==> config.mk <==
export PLATFORM = sky130hd
export DESIGN_NAME = gamepad_dir_scheduler
export DESIGN_NICKNAME = d
export VERILOG_FILES = /design/src/rtl/gamepad_pkg.sv /design/src/rtl/dir_cmd_fifo.sv /design/src/rtl/gamepad_dir_scheduler.sv
export SDC_FILE = /design/constraint.sdc
export NUM_CORES = 1
export LEC_CHECK = 0
export CORE_ASPECT_RATIO = 1.25
export CORE_UTILIZATION = 40
export DETAILED_ROUTE_END_ITERATION = 10
export PLACE_DENSITY = 0.75
export SETUP_SLACK_MARGIN = 0.4
export SYNTH_ARGS = -nofsm -noshare
export SYNTH_HDL_FRONTEND = slang
export SYNTH_SLANG_ARGS = --single-unit
==> constraint.sdc <==
create_clock -name clk -period 4 [get_ports clk]
set_input_delay 0.8 -clock clk [delete_from_list [all_inputs] [get_ports clk]]
set_output_delay 0.8 -clock clk [all_outputs]
set_load 0.01 [all_outputs]
==> src/rtl/gamepad_pkg.sv <==
// gamepad_pkg: direction type, constants and button decode helpers
package gamepad_pkg;
  typedef logic [1:0] dir_t;
  localparam dir_t DIR_UP    = 2'd0;
  localparam dir_t DIR_RIGHT = 2'd1;
  localparam dir_t DIR_DOWN  = 2'd2;
  localparam dir_t DIR_LEFT  = 2'd3;
  typedef struct packed {
    logic valid;
    dir_t dir;
  } cmd_t;
  function automatic dir_t opposite(input dir_t d);
    return d ^ 2'd2;
  endfunction
  function automatic cmd_t btn_to_cmd(input logic u, input logic d, input logic l, input logic r);
    cmd_t c;
    c.valid = u | d | l | r;
    c.dir   = u ? DIR_UP : d ? DIR_DOWN : l ? DIR_LEFT : DIR_RIGHT;
    return c;
  endfunction
endpackage

==> src/rtl/dir_cmd_fifo.sv <==
// dir_cmd_fifo: synchronous direction FIFO; a same-cycle pop frees a slot for the push
module dir_cmd_fifo
  import gamepad_pkg::*;
#(
  parameter int DEPTH = 2
) (
  input  logic                     clk,
  input  logic                     rst_n,
  input  logic                     push_i,
  input  dir_t                     din_i,
  input  logic                     pop_i,
  output dir_t                     dout_o,
  output logic                     full_o,
  output logic                     empty_o,
  output logic [$clog2(DEPTH):0]   count_o
);
  localparam int AW = $clog2(DEPTH);
  localparam logic [AW:0] FULL_CNT = (AW+1)'(DEPTH);
  dir_t          mem_q [DEPTH];
  logic [AW-1:0] wr_q, wr_d, rd_q, rd_d;
  logic [AW:0]   count_q, count_d;
  logic          do_push, do_pop;
  assign full_o  = count_q == FULL_CNT;
  assign empty_o = count_q == '0;
  assign dout_o  = mem_q[rd_q];
  assign count_o = count_q;
  // gate requests by occupancy and compute next pointers/count
  always_comb begin
    do_pop  = pop_i & ~empty_o;
    do_push = push_i & (~full_o | do_pop);
    wr_d    = do_push ? wr_q + 1'b1 : wr_q;
    rd_d    = do_pop ? rd_q + 1'b1 : rd_q;
    count_d = count_q + {{AW{1'b0}}, do_push} - {{AW{1'b0}}, do_pop};
  end
  // pointer and occupancy registers
  always_ff @(posedge clk) begin
    if (!rst_n) begin
      wr_q    <= '0;
      rd_q    <= '0;
      count_q <= '0;
    end else begin
      wr_q    <= wr_d;
      rd_q    <= rd_d;
      count_q <= count_d;
    end
  end
  // storage needs no reset; occupancy guards every read
  always_ff @(posedge clk) begin
    if (do_push) mem_q[wr_q] <= din_i;
  end
endmodule

==> src/rtl/gamepad_dir_scheduler.sv <==
// gamepad_dir_scheduler: D-pad edges from two controllers, arbitrated into a tick-drained direction queue
module gamepad_dir_scheduler
  import gamepad_pkg::*;
#(
  parameter int   FIFO_DEPTH = 2,
  parameter dir_t INIT_DIR   = 2'd1
) (
  input  logic                          clk,
  input  logic                          rst_n,
  input  logic [1:0]                    up,
  input  logic [1:0]                    down,
  input  logic [1:0]                    left,
  input  logic [1:0]                    right,
  input  logic [1:0]                    is_present,
  input  logic                          game_tick,
  output logic [1:0]                    dir,
  output logic                          dir_changed,
  output logic                          cmd_dropped,
  output logic [$clog2(FIFO_DEPTH):0]   queue_count
);
  logic [1:0] up_q, down_q, left_q, right_q;
  logic [1:0] pend_v_q, pend_v_d;
  dir_t       pend_dir_q [2];
  dir_t       pend_dir_d [2];
  logic       rr_q, rr_d;
  dir_t       tail_q, tail_d, dir_q, dir_d;
  logic       dir_changed_q, dir_changed_d, cmd_dropped_q, cmd_dropped_d;
  cmd_t       press [2];
  logic [1:0] req, gnt;
  logic       gnt_v, gnt_id, accept, pop, push_ok;
  dir_t       cmd, head;
  logic       full, empty;
  assign dir         = dir_q;
  assign dir_changed = dir_changed_q;
  assign cmd_dropped = cmd_dropped_q;
  // edge detect, arbitration, filter and next-state for all control registers
  always_comb begin
    for (int i = 0; i < 2; i++)
      press[i] = btn_to_cmd(up[i] & ~up_q[i], down[i] & ~down_q[i],
                            left[i] & ~left_q[i], right[i] & ~right_q[i]);
    req     = pend_v_q & is_present;
    gnt_v   = |req;
    gnt_id  = &req ? rr_q : req[1];
    gnt     = {gnt_v & gnt_id, gnt_v & ~gnt_id};
    cmd     = pend_dir_q[gnt_id];
    accept  = gnt_v && cmd != tail_q && cmd != opposite(tail_q);
    pop     = game_tick & ~empty;
    push_ok = accept & (~full | pop);
    for (int i = 0; i < 2; i++) begin
      pend_v_d[i]   = is_present[i] & (press[i].valid | (pend_v_q[i] & ~gnt[i]));
      pend_dir_d[i] = press[i].valid ? press[i].dir : pend_dir_q[i];
    end
    rr_d          = &req ? ~rr_q : rr_q;
    tail_d        = push_ok ? cmd : tail_q;
    dir_d         = pop ? head : dir_q;
    dir_changed_d = pop & (head != dir_q);
    cmd_dropped_d = accept & full & ~pop;
  end
  // state registers; reset clears pending state and restores the initial heading
  always_ff @(posedge clk) begin
    if (!rst_n) begin
      up_q          <= '0;
      down_q        <= '0;
      left_q        <= '0;
      right_q       <= '0;
      pend_v_q      <= '0;
      pend_dir_q[0] <= INIT_DIR;
      pend_dir_q[1] <= INIT_DIR;
      rr_q          <= 1'b0;
      tail_q        <= INIT_DIR;
      dir_q         <= INIT_DIR;
      dir_changed_q <= 1'b0;
      cmd_dropped_q <= 1'b0;
    end else begin
      up_q          <= up;
      down_q        <= down;
      left_q        <= left;
      right_q       <= right;
      pend_v_q      <= pend_v_d;
      pend_dir_q[0] <= pend_dir_d[0];
      pend_dir_q[1] <= pend_dir_d[1];
      rr_q          <= rr_d;
      tail_q        <= tail_d;
      dir_q         <= dir_d;
      dir_changed_q <= dir_changed_d;
      cmd_dropped_q <= cmd_dropped_d;
    end
  end
  dir_cmd_fifo #(.DEPTH(FIFO_DEPTH)) u_fifo (
    .clk     (clk),
    .rst_n   (rst_n),
    .push_i  (accept),
    .din_i   (cmd),
    .pop_i   (pop),
    .dout_o  (head),
    .full_o  (full),
    .empty_o (empty),
    .count_o (queue_count)
  );
endmodule

; Word-level counts from Yosys, hierarchy flattened
; Memories as Yosys holds them, arrays and structs flattened. A register that Yosys moved wholly into a read port is not among the register bits.
; Cells that the tools add are included.
[totals]
ram_bits = 8
latchBits = 0
mem_bits_ro = 0
memories = 2
reg_bits = 21
[op_classes]
mux = 17
eq_ne = 6
order_cmp = 0
shifts = 0
div_mod_pow = 0
n_reduce_logical = 7
n_addsub = 4
bitwise = 50
mul = 0
[mem_list]
columns = name, depth, word_bits, rd, rd_clocked_by_memory_dff, wr, line_no
row1 = pend_dir_q, 2, 2, 1, 0, 2, gamepad_dir_scheduler.sv:23  ; dir_t pend_dir_q [2];
row2 = u_fifo.mem_q, 2, 2, 1, 1, 1, dir_cmd_fifo.sv:19  ; dir_t mem_q [DEPTH];
[ops]
columns = op, n
row1 = $and A1 B1 Y1, 21
row2 = $mux W2, 10
row3 = $not A1 Y1, 16
row4 = $or A1 B1 Y1, 12
row5 = $mux W1, 7
row6 = $ne A2 B2 Y1, 3
row7 = $reduce_and A2 Y1, 3
row8 = $add A1 B1 Y1 const B, 2
row9 = $add A2 B1 Y2, 1
row10 = $and A2 B2 Y2, 1
row11 = $eq A2 B2 Y1 const B, 1
row12 = $logic_and A1 B1 Y1, 2
row13 = $logic_not A2 Y1, 1
row14 = $ne A1 B1 Y1 const B, 2
row15 = $reduce_or A2 Y1, 1
row16 = $sub A2 B1 Y2, 1

; Longest topological paths before layout
; Gate-level depths: netlist of the first run.
; An unclocked memory read counts as a cell.
[depth]
ltp_word = 10
mapped_depth = 7

; Cells and area by module
; Synthesis of the first run repeated with hierarchy kept, for this count alone.
[hier_totals]
cells_unflattened = 117
area_unflattened_um2 = 1228.7
[by_module_without_submodules]
columns = module, cells_per_inst, area_each_um2, instances, seq_area_each_um2
row1 = gamepad_dir_scheduler, 85, 835.8, 1, 440.4
row2 = dir_cmd_fifo, 32, 392.9, 1, 220.2

; Worst setup path before layout of the first run
; No wires, ideal clock.
[synth_path]
path_kind = input to register
from = in is_present[0]
to = mem u_fifo.mem_q[1][0] (netlist bit), enable pin
n_path_buf = 0
arrival_ps = 1929
cell_stages = 4
t_required_ps = 3671
slack_ps = 1742
setup_time_ps = 329
cell_sequence = and3b_4 > or3b_4 > a211o_2 > a21boi_0
[synth_between]
elab_chain_cells = 10
elab_cells_between_ends = 12
cone_classes = eq/ne: 2 / mux: 3 / bitwise: 2 / reduce/logical: 4 / memory: 1
[synth_rtl]
columns = item, line_no
row1 = from (decl), gamepad_dir_scheduler.sv:14  ; input logic [1:0] is_present,
row2 = $and A2 B2 Y2 *, gamepad_dir_scheduler.sv:41  ; req = pend_v_q & is_present;
row3 = $reduce_and A2 Y1, gamepad_dir_scheduler.sv:43  ; gnt_id = &req ? rr_q : req[1];
row4 = $mux W1, gamepad_dir_scheduler.sv:43
row5 = $mem_v2 Z2 W2, n/a
row6 = $ne A2 B2 Y1, gamepad_dir_scheduler.sv:46  ; accept = gnt_v && cmd != tail_q && cmd != opposite(tail_q);
row7 = $logic_and A1 B1 Y1, gamepad_dir_scheduler.sv:46
row8 = $logic_and A1 B1 Y1 *, gamepad_dir_scheduler.sv:46
row9 = $and A1 B1 Y1 *, dir_cmd_fifo.sv:30  ; do_push = push_i & (~full_o | do_pop);
row10 = $mux W1 *, dir_cmd_fifo.sv:49  ; if (do_push) mem_q[wr_q] <= din_i;
row11 = $mux W1 (not written as such) *, dir_cmd_fifo.sv:49
row12 = to (decl), dir_cmd_fifo.sv:19
; Mark *: on every way between the ends. The rest lies on a longest branch, timed or not.

; Final worst setup path of the first run
[layout_path]
from = in is_present[0]
to = mem u_fifo.mem_q[0][0] (netlist bit), enable pin
; Same word-level chain as after synthesis.

==> run_results.csv, run 1 <==
group,metric,value,unit
clock_network,clk_pin_slew,80,ps
setup_path,cp_slowest_cell,"o21ai_0",
global_routing,grt_pass1_vias,900,
synthesis,synth.avg_cell_area,10.1,um2
finish,diodes,0,
clock_network,post_cts_resize_count,0,
synthesis,synth_edf_count,8,
setup_path,worstPathMaxFanout,5,
setup_path,endpoint_kind,"flop",
floorplan,chipHeight,62.9,um
synthesis,yosys_warnings,0,
timing,fmax,390,MHz
synthesis,synth_seq_cells,29,
synthesis,ys_types,34,
timing,fin_crit_sh,64.0,%
timing,rsz0062_at_grt,"no",
place,dp_hpwl,1.65,mm
timing,tns,0,ps
pwr,finalPower,0.720,mW
drt,drtIter0Drc,20,
global_routing,grt_pass1_wl,3.77,mm
floorplan,boundaryPins,19,
setup_path,path_cells,"clkdlybuf4s50_1 > and3b_4 > o21ai_0 > nand4_1 > a21oi_1",
clock_network,clock_path_buffers,2,
setup_path,startpoint_type,"input pin",
pwr,power_density,496,nW/um2
timing,slew_violations,0,
clock_network,root_buffer,"clkbuf_4",
place,place_worst_setup_slack,1180,ps
setup_path,path_delay_family,"compound AO/OA/AOI/OAI gates",
drt,firstDrtPassIters,4,
place,place_area,1400,um2
finish,n_fill_cell,274,
global_routing,track_usage,16.5,%
timing,setup_violations,0,
setup_path,arrival,2560,ps
timing,tightest_slew,579,ps
floorplan,fp-row-count,21,
status,status,"complete, no violations",
place,place_inst,167,
timing,whs,492,ps
synthesis,seq_area_frac_synth,55.7,%
finish,layout.cells.non_filler,175,
pwr,p_leak,0.543,nW
timing,final_hold_viol_count,0,
drt,num_vias,925,
setup_path,timing.setup.critical_path_class,"in2reg",
clock_network,cts_tree,"done",
setup_path,required,4000,ps
global_routing,antenna_found_initial,0,
synthesis,synth-main-ff-cell,"dfxtp_1",
clock_network,cts_hold_buf,0,
synthesis,synth_top_area_share,35.4,%
pwr,ir_drop,0.000241,V
finish,mostFrequentLayoutCells,"dfxtp_1 (21), clkdlybuf4s50_1 (18), nor2_1 (14)",
synthesis,synth_area_leaders,"dfxtp_1 (35%), edfxtp_1 (20%), nor2_1 (4.4%)",
clock_network,htree_levels,2,
finish,final_core_utilization,52.6,%
synthesis,synthesis.area,1190,um2
floorplan,die_w,50.7,um
clock_network,cts_setup_buffers,0,
worst_hold_path,hp-class,"reg2reg",
clock_network,cts-buffers-inserted,5,
finish,final_common_cell,"dfxtp_1",
clock_network,insertion_delay,320,ps
global_routing,grt_max_degree,15,
timing,finClkSkew,4.78,ps
synthesis,yosysTopAreaCell,"dfxtp_1",
synthesis,syn-num-nets,131,
global_routing,overflow,0,
flow_run,drv_cap,0,
place,port_buffers,18,
place,place_congestion,0.873,
floorplan,dieArea,3190,um2
drt,wire_per_inst,12.8,um
drt,drt-total-wl,2.25,mm
setup_path,path_buf_inv,1,
synthesis,synth_cells,117,
floorplan,initial_core_util,43.0,%
timing,timing.final.ws_setup,1440,ps
timing,fin_crit,2560,ps
drt,ant_nets,0,
setup_path,max_stage_delay,480,ps
drt,drc,0,
finish,nNetsFinal,154,
clock_network,cts.sinks,29,
drt,vias_per_cell,5.29,
synthesis,async_flop_share,0,%
finish,design_area,1450,um2
finish,syn2layout_area_growth,22.3,%
finish,layout-drive-gt1-share,7.80,%
floorplan,core,2760,um2
timing,slew_headroom,61.0,%
-- final timing paths --
path	from	slack (ps)	cells after the start	endpoint
min reg2reg	pend_v_q[0]	490	2	pend_v_q[0]
max reg2reg	u_fifo.count_o[1]	1950	6	u_fifo.count_o[1]
min	pend_v_q[0]	490	2	pend_v_q[0]
max	is_present[0]	1440	5	u_fifo.mem_q[0][0]
-- final cells by class --
type / instances / area (um2) / share of cell area (%)
clock buffers: 8 / 48.8 / 3.36
flip-flops and latches: 29 / 661 / 45.6
well taps: 34 / 42.5 / 2.93
inverters: 7 / 26.3 / 1.81
multi-input cells: 79 / 492 / 33.9
repair buffers: 18 / 180 / 12.4
-- layer usage --
metal / GRT usage, % / routed length [um] / share of wire [%] / vias to the layer above
li1: - / - / - / 458
met1: 15.2 / 844 / 38 / 438
met2: 31.2 / 1270 / 57 / 24
met3: 4.38 / 90 / 4.0 / 5
met4: 9.38 / 40 / 1.8 / 0
met5: 0 / 0 / 0 / -
-- cell families (layout without fill, tap and decap cells) --
logic type,after synthesis,in the layout,synth area share [%]
xor gates and xnor gates,6,6,4.43
muxes,3,3,2.64
DFF,29,29,55.7
AOI/OAI and AO/OA,21,21,11.4
adders and majority gates,1,1,1.05
and+or+nand+nor,48,48,21.9
buffers and inverters,9,33,2.85
-- synthesized netlist by cell type (all sizes together), types with 2 or more instances --
cell and number:
and3 2, xnor2 3, and2 4, clkbuf 2
nor3b 3, o21ai 5, nor2 14, dfxtp 21
nor3 3, a211oi 2, edfxtp 8, nand2 9
nand4 3, nor2b 5, mux2i 2, a21oi 5
o22ai 2, xor2 3, inv 7
-- state kept, by name, summed over array words and instances, names as in the netlist, named ones only --
signal          flops
up_q                2
u_fifo.mem_q        4
left_q              2
dir                 2
pend_dir_q          4
pend_v_q            2
u_fifo.rd_q         1
u_fifo.wr_q         1
down_q              2
dir_changed         1
u_fifo.count_o      2
cmd_dropped         1
tail_q              1
right_q             2
rr_q                1
-- power by group --
group	internal (mW)	switching, mW
Combinational	0.0994	0.0938
Clock	0.0699	0.0909
Sequential	0.341	0.0250
Total	0.510	0.210
-- worst min-delay path: cells and delay by family, from the launching register on --
family | cells | cell delay (ps)
AO/OA/AOI/OAI | 1 | 50
AND/OR/NAND/NOR | 1 | 60
flip-flops | 1 | 340
Power figures use the tool's default switching activity.
==> run 2: changes to the inputs <==
clock period = 2.4 ns   (was 4 ns; I/O delays follow)
==> run 2 against run 1 <==
Against the previous run: highest routed layer unchanged; via count grew 3.9%; worst hold slack gained 3.9 ps; final cell count grew 5.7%; clock skew grew 10 ps.
==> run_results.csv, run 2 (same netlist as run 1, synthesis figures left out) <==
group,metric,value,unit
worst_hold_path,hp-class,"reg2reg",
global_routing,busiest_layer,"met2",
place,place_congestion,0.882,
setup_path,worstPathMaxFanout,3,
finish,mostFrequentLayoutCells,"dfxtp_1 (21), clkdlybuf4s50_1 (16), nor2_1 (14)",
clock_network,cts-buffers-inserted,5,
clock_network,root_buffer,"clkbuf_4",
setup_path,required,2630,ps
finish,layout-drive-gt1-share,15.9,%
floorplan,die_w,50.7,um
finish,layout.cells.non_filler,185,
finish,n_fill_cell,251,
clock_network,htree_levels,2,
drt,ant_nets,0,
global_routing,grt_pass1_wl,3.93,mm
clock_network,cts_tree,"done",
setup_path,arrival,2140,ps
pwr,p_leak,0.601,nW
floorplan,core,2760,um2
global_routing,grt_max_degree,15,
timing,slew_headroom,67.6,%
drt,wire_per_inst,12.2,um
setup_path,path_buf_inv,2,
floorplan,fp-row-count,21,
drt,drc,0,
floorplan,dieArea,3190,um2
global_routing,globalRouteMet3Util,7.30,%
setup_path,path_cells,"clkdlybuf4s50_1 > nor3b_1 > or2_2 > a211o_4 > buf_4 > and3_1 > o21a_1",
global_routing,track_usage,17.0,%
global_routing,grtUsageMet1,15.9,%
finish,final_core_utilization,56.1,%
place,place_worst_setup_slack,-59.6,ps
setup_path,cp_slowest_cell,"clkdlybuf4s50_1",
setup_path,timing.setup.critical_path_class,"in2reg",
finish,seqCellArea,661,um2
finish,nNetsFinal,164,
place,place_inst,177,
setup_path,endpoint_kind,"flop",
flow_run,drv_cap,0,
timing,slew_violations,0,
clock_network,cts_hold_buf,0,
setup_path,startpoint_type,"input pin",
drt,vias_per_cell,5.19,
timing,finClkSkew,14.9,ps
status,status,"complete, no violations",
finish,diodes,0,
timing,fmax,523,MHz
clock_network,cts.sinks,29,
drt,firstDrtPassIters,4,
setup_path,path_delay_family,"buffers and inverters",
timing,setup_violations,0,
place,port_buffers,18,
floorplan,boundaryPins,19,
timing,rsz0062_at_grt,"no",
global_routing,antenna_found_initial,0,
drt,num_vias,961,
drt,drt-total-wl,2.26,mm
floorplan,initial_core_util,43.0,%
timing,timing.final.ws_setup,488,ps
timing,final_hold_viol_count,0,
clock_network,clk_pin_slew,90,ps
timing,fin_crit_sh,79.7,%
global_routing,grt_pass1_vias,1000,
setup_path,regToRegSetupSlack,560,ps
floorplan,chipHeight,62.9,um
pwr,power_density,814,nW/um2
pwr,finalPower,1.26,mW
timing,tightest_slew,485,ps
drt,drtIter0Drc,16,
finish,final_common_cell,"dfxtp_1",
finish,multi_input_area,505,um2
pwr,ir_drop,0.000550,V
global_routing,grt_use_met2,30.5,%
clock_network,clock_path_buffers,2,
global_routing,overflow,0,
finish,syn2layout_area_growth,30.4,%
timing,fin_crit,1910,ps
clock_network,insertion_delay,330,ps
finish,top_regs,"pend_dir_q (4), u_fifo.mem_q (4)",
place,dp_hpwl,1.66,mm
setup_path,max_stage_delay,480,ps
## run 2: worst paths after layout
path | start | endpoint | cells after the start
max | game_tick | u_fifo.wr_q | 7
min | pend_v_q[0] | pend_v_q[0] | 2
min reg2reg | pend_v_q[0] | pend_v_q[0] | 2
max reg2reg | rr_q | u_fifo.wr_q | 6
## run 2: stage by stage
stage / setup TNS [ps] / instance area [um2] / hold WS [ps]
5_1_grt: 0 / 1550 / 536
4_1_cts: 0 / 1550 / 501
6_report: 0 / 1550 / 496
3_5_place_dp: -257 / 1480 / 481
3_3_place_gp: -58.8 / 1480 / 474
2_1_floorplan: 0 / 1190 / 459
## run 2: area by class of cell
class	instances	share of cell area [%]
timing repair buffer	28	16.3
inverter	7	1.70
clock buffer	8	3.80
sequential	29	42.7
multi-input combinational	79	32.7
tap	34	2.75
## run 2: layer usage
layer / wire length (um) / up-vias / part of all wire (%)
met5: 0 / - / 0
met4: 36 / 0 / 1.6
met3: 101 / 5 / 4.5
met2: 1250 / 24 / 55
met1: 870 / 457 / 39
li1: - / 475 / -
## run 2: what timing repair did
item | in CTS | in global routing
gates resized for setup | 7 | 0
endpoints found under the setup margin | 5 | 0
buffers inserted | 0 | 0
## run 2: power breakdown
| group | switching, mW | total (mW) | internal (mW) |
|---|---|---|---|
| Sequential | 0.0429 | 0.611 | 0.568 |
| Combinational | 0.159 | 0.347 | 0.188 |
| Clock | 0.158 | 0.302 | 0.144 |
| Total | 0.360 | 1.26 | 0.900 |
## run 2: worst register-to-register path, cell delays in order (launching register included)
cell and delay [ps]:
dfxtp_1 350, and3b_4 210, or3b_4 400, a211o_4 350, buf_4 140, and3_1 150, o21a_1 160
==> run 3: changes to the inputs <==
PLACE_DENSITY = 0.77   (was 0.75)
clock period = 1.5 ns   (was 2.4 ns; I/O delays follow)
==> run 3 against run 2 <==
Against the previous run: non-clock buffer count is 29 higher; die area stayed put; worst hold slack worse by 160 ps; sequential cell count stayed put; final cell count is 16% higher; routed wire length is 29% higher; largest power group unchanged; the flow now finishes with violations (negative setup slack); highest routed layer unchanged; sequential power is 65% higher; clock skew is 5.2 ps lower; count of clock-buffer cells in the layout stayed put; design area is 26% higher; register-to-register slack worse by 830 ps.
==> run_results.csv, run 3 (same netlist as run 1, synthesis figures left out) <==
group,metric,value,unit
drt,num_vias,1090,
clock_network,insertion_delay,320,ps
floorplan,die_w,50.7,um
drt,drc,0,
place,place_area,1610,um2
status,status,"complete, but fails checks",
pwr,ir_drop,0.000769,V
timing,slew_headroom,81.7,%
global_routing,grt_max_degree,13,
drt,drt-total-wl,2.91,mm
floorplan,dieArea,3190,um2
setup_path,path_buf_inv,0,
pwr,finalPower,2.37,mW
pwr,clkPwrFrac,20.7,%
finish,top_regs,"pend_dir_q (4), u_fifo.mem_q (4)",
pwr,combPwrFrac,36.7,%
setup_path,worstPathMaxFanout,4,
drt,vias_per_cell,5.09,
clock_network,clk_pin_slew,90,ps
setup_path,cp_slowest_cell,"or3b_4",
place,port_buffers,18,
clock_network,cts-buffers-inserted,5,
drt,firstDrtPassIters,4,
timing,rsz0062_at_grt,"yes",
global_routing,overflow,0,
clock_network,cts_tree,"done",
setup_path,required,1540,ps
drt,wire_per_inst,13.6,um
floorplan,core,2760,um2
place,place_congestion,0.809,
pwr,power.share.sequential,42.5,%
status,violations,"negative setup slack",
global_routing,grtUsageMet1,18.6,%
global_routing,track_usage,19.9,%
timing,tightest_slew,274,ps
pwr,internal_power,1.67,mW
timing,fmax,565,MHz
global_routing,antenna_found_initial,0,
setup_path,endpoint_kind,"flop",
flow_run,drv_cap,0,
clock_network,cts.sinks,29,
global_routing,busiest_layer,"met2",
finish,syn2layout_area_growth,64.0,%
timing,setup_violations,8,
pwr,switching_power,0.699,mW
floorplan,boundaryPins,19,
worst_hold_path,hp-class,"in2reg",
finish,diodes,0,
place,dp_hpwl,1.83,mm
clock_network,htree_levels,2,
setup_path,startpoint_type,"flop",
drt,ant_nets,0,
timing,final_hold_viol_count,0,
setup_path,path_delay_family,"simple AND/OR/NAND/NOR gates",
timing,whs,336,ps
pwr,switching_share,29.5,%
finish,final_core_utilization,70.5,%
global_routing,grt_pass1_vias,1069,
setup_path,timing.setup.critical_path_class,"reg2reg",
global_routing,grt_use_met2,36.8,%
finish,final_common_cell,"buf_4",
global_routing,globalRouteMet3Util,7.79,%
timing,fin_crit,1770,ps
finish,nNetsFinal,193,
pwr,power_density,1220,nW/um2
floorplan,initial_core_util,43.0,%
pwr,p_leak,0.824,nW
floorplan,chipHeight,62.9,um
floorplan,fp-row-count,21,
setup_path,max_stage_delay,390,ps
finish,design_area,1950,um2
global_routing,grt_pass1_wl,4.57,mm
timing,timing.final.ws_setup,-270,ps
drt,drtIter0Drc,15,
clock_network,cts_hold_buf,0,
clock_network,root_buffer,"clkbuf_4",
timing,finClkSkew,9.67,ps
clock_network,clock_path_buffers,2,
timing,fin_crit_sh,118,%
setup_path,path_cells,"and3b_4 > or3b_4 > a211o_4 > a21oi_4",
finish,mostFrequentLayoutCells,"buf_4 (34), nor2_1 (13), dfxtp_1 (10), dfxtp_2 (10), dlygate4sd2_1 (10)",
timing,slew_violations,0,
timing,tns,-1610,ps
finish,layout-drive-gt1-share,54.4,%
setup_path,arrival,1810,ps
## run 3: changes by cell type in the layout (fill, tap and decap cells not counted), moves of 8 or more
cell / before / now
buf_4: 10 / 34
clkdlybuf4s50_1: 16 / 2
dfxtp_1: 21 / 10
dfxtp_2: 0 / 10
buf_6: 0 / 9
dlygate4sd2_1: 2 / 10
## run 3: final cells by class
type                       instances  area, um2
clock buffer                       8       58.8
fill                             213        813
inverter                           7       26.3
multi-input combinational         79        667
sequential                        29        677
tap                               34       42.5
timing repair buffer              57        474
## run 3: power groups by stage
stage	Combinational, mW	Sequential (mW)	Clock (mW)
3_3_place_gp	0.608	0.994	0
5_1_grt	0.945	1.02	0.527
4_1_cts	0.758	0.992	0.501
3_5_place_dp	0.627	1.00	0
2_1_floorplan	0.307	1.01	0
6_report	0.872	1.01	0.492
## run 3: layer usage
metal,share of wire (%),vias to the layer above
met3,4.4,6
li1,-,530
met4,1.5,0
met1,35,515
met5,0,-
met2,59,39
## run 3: per-stage QoR
stage,setup WS (ps),instances
2_1_floorplan,-238,117
3_3_place_gp,-690,191
3_5_place_dp,-743,191
4_1_cts,-242,211
5_1_grt,-296,214
6_report,-270,214
## run 3: repair_timing
item	4_1_cts	5_1_grt
setup endpoints to repair	29	29
hold endpoints to repair	0	0
gates resized for setup	74	19
setup buffers	12	3
pin swaps	12	8
## run 3: worst paths after layout
path	from	endpoint	slack, ps	cells after the start
worst min register to register	pend_v_q[1]	pend_v_q[1]	510	2
worst min-delay path	right[1]	right_q[1]	340	2
worst max register to register	rr_q	u_fifo.mem_q[0][1]	-270	4
worst max-delay path	rr_q	u_fifo.mem_q[0][1]	-270	4
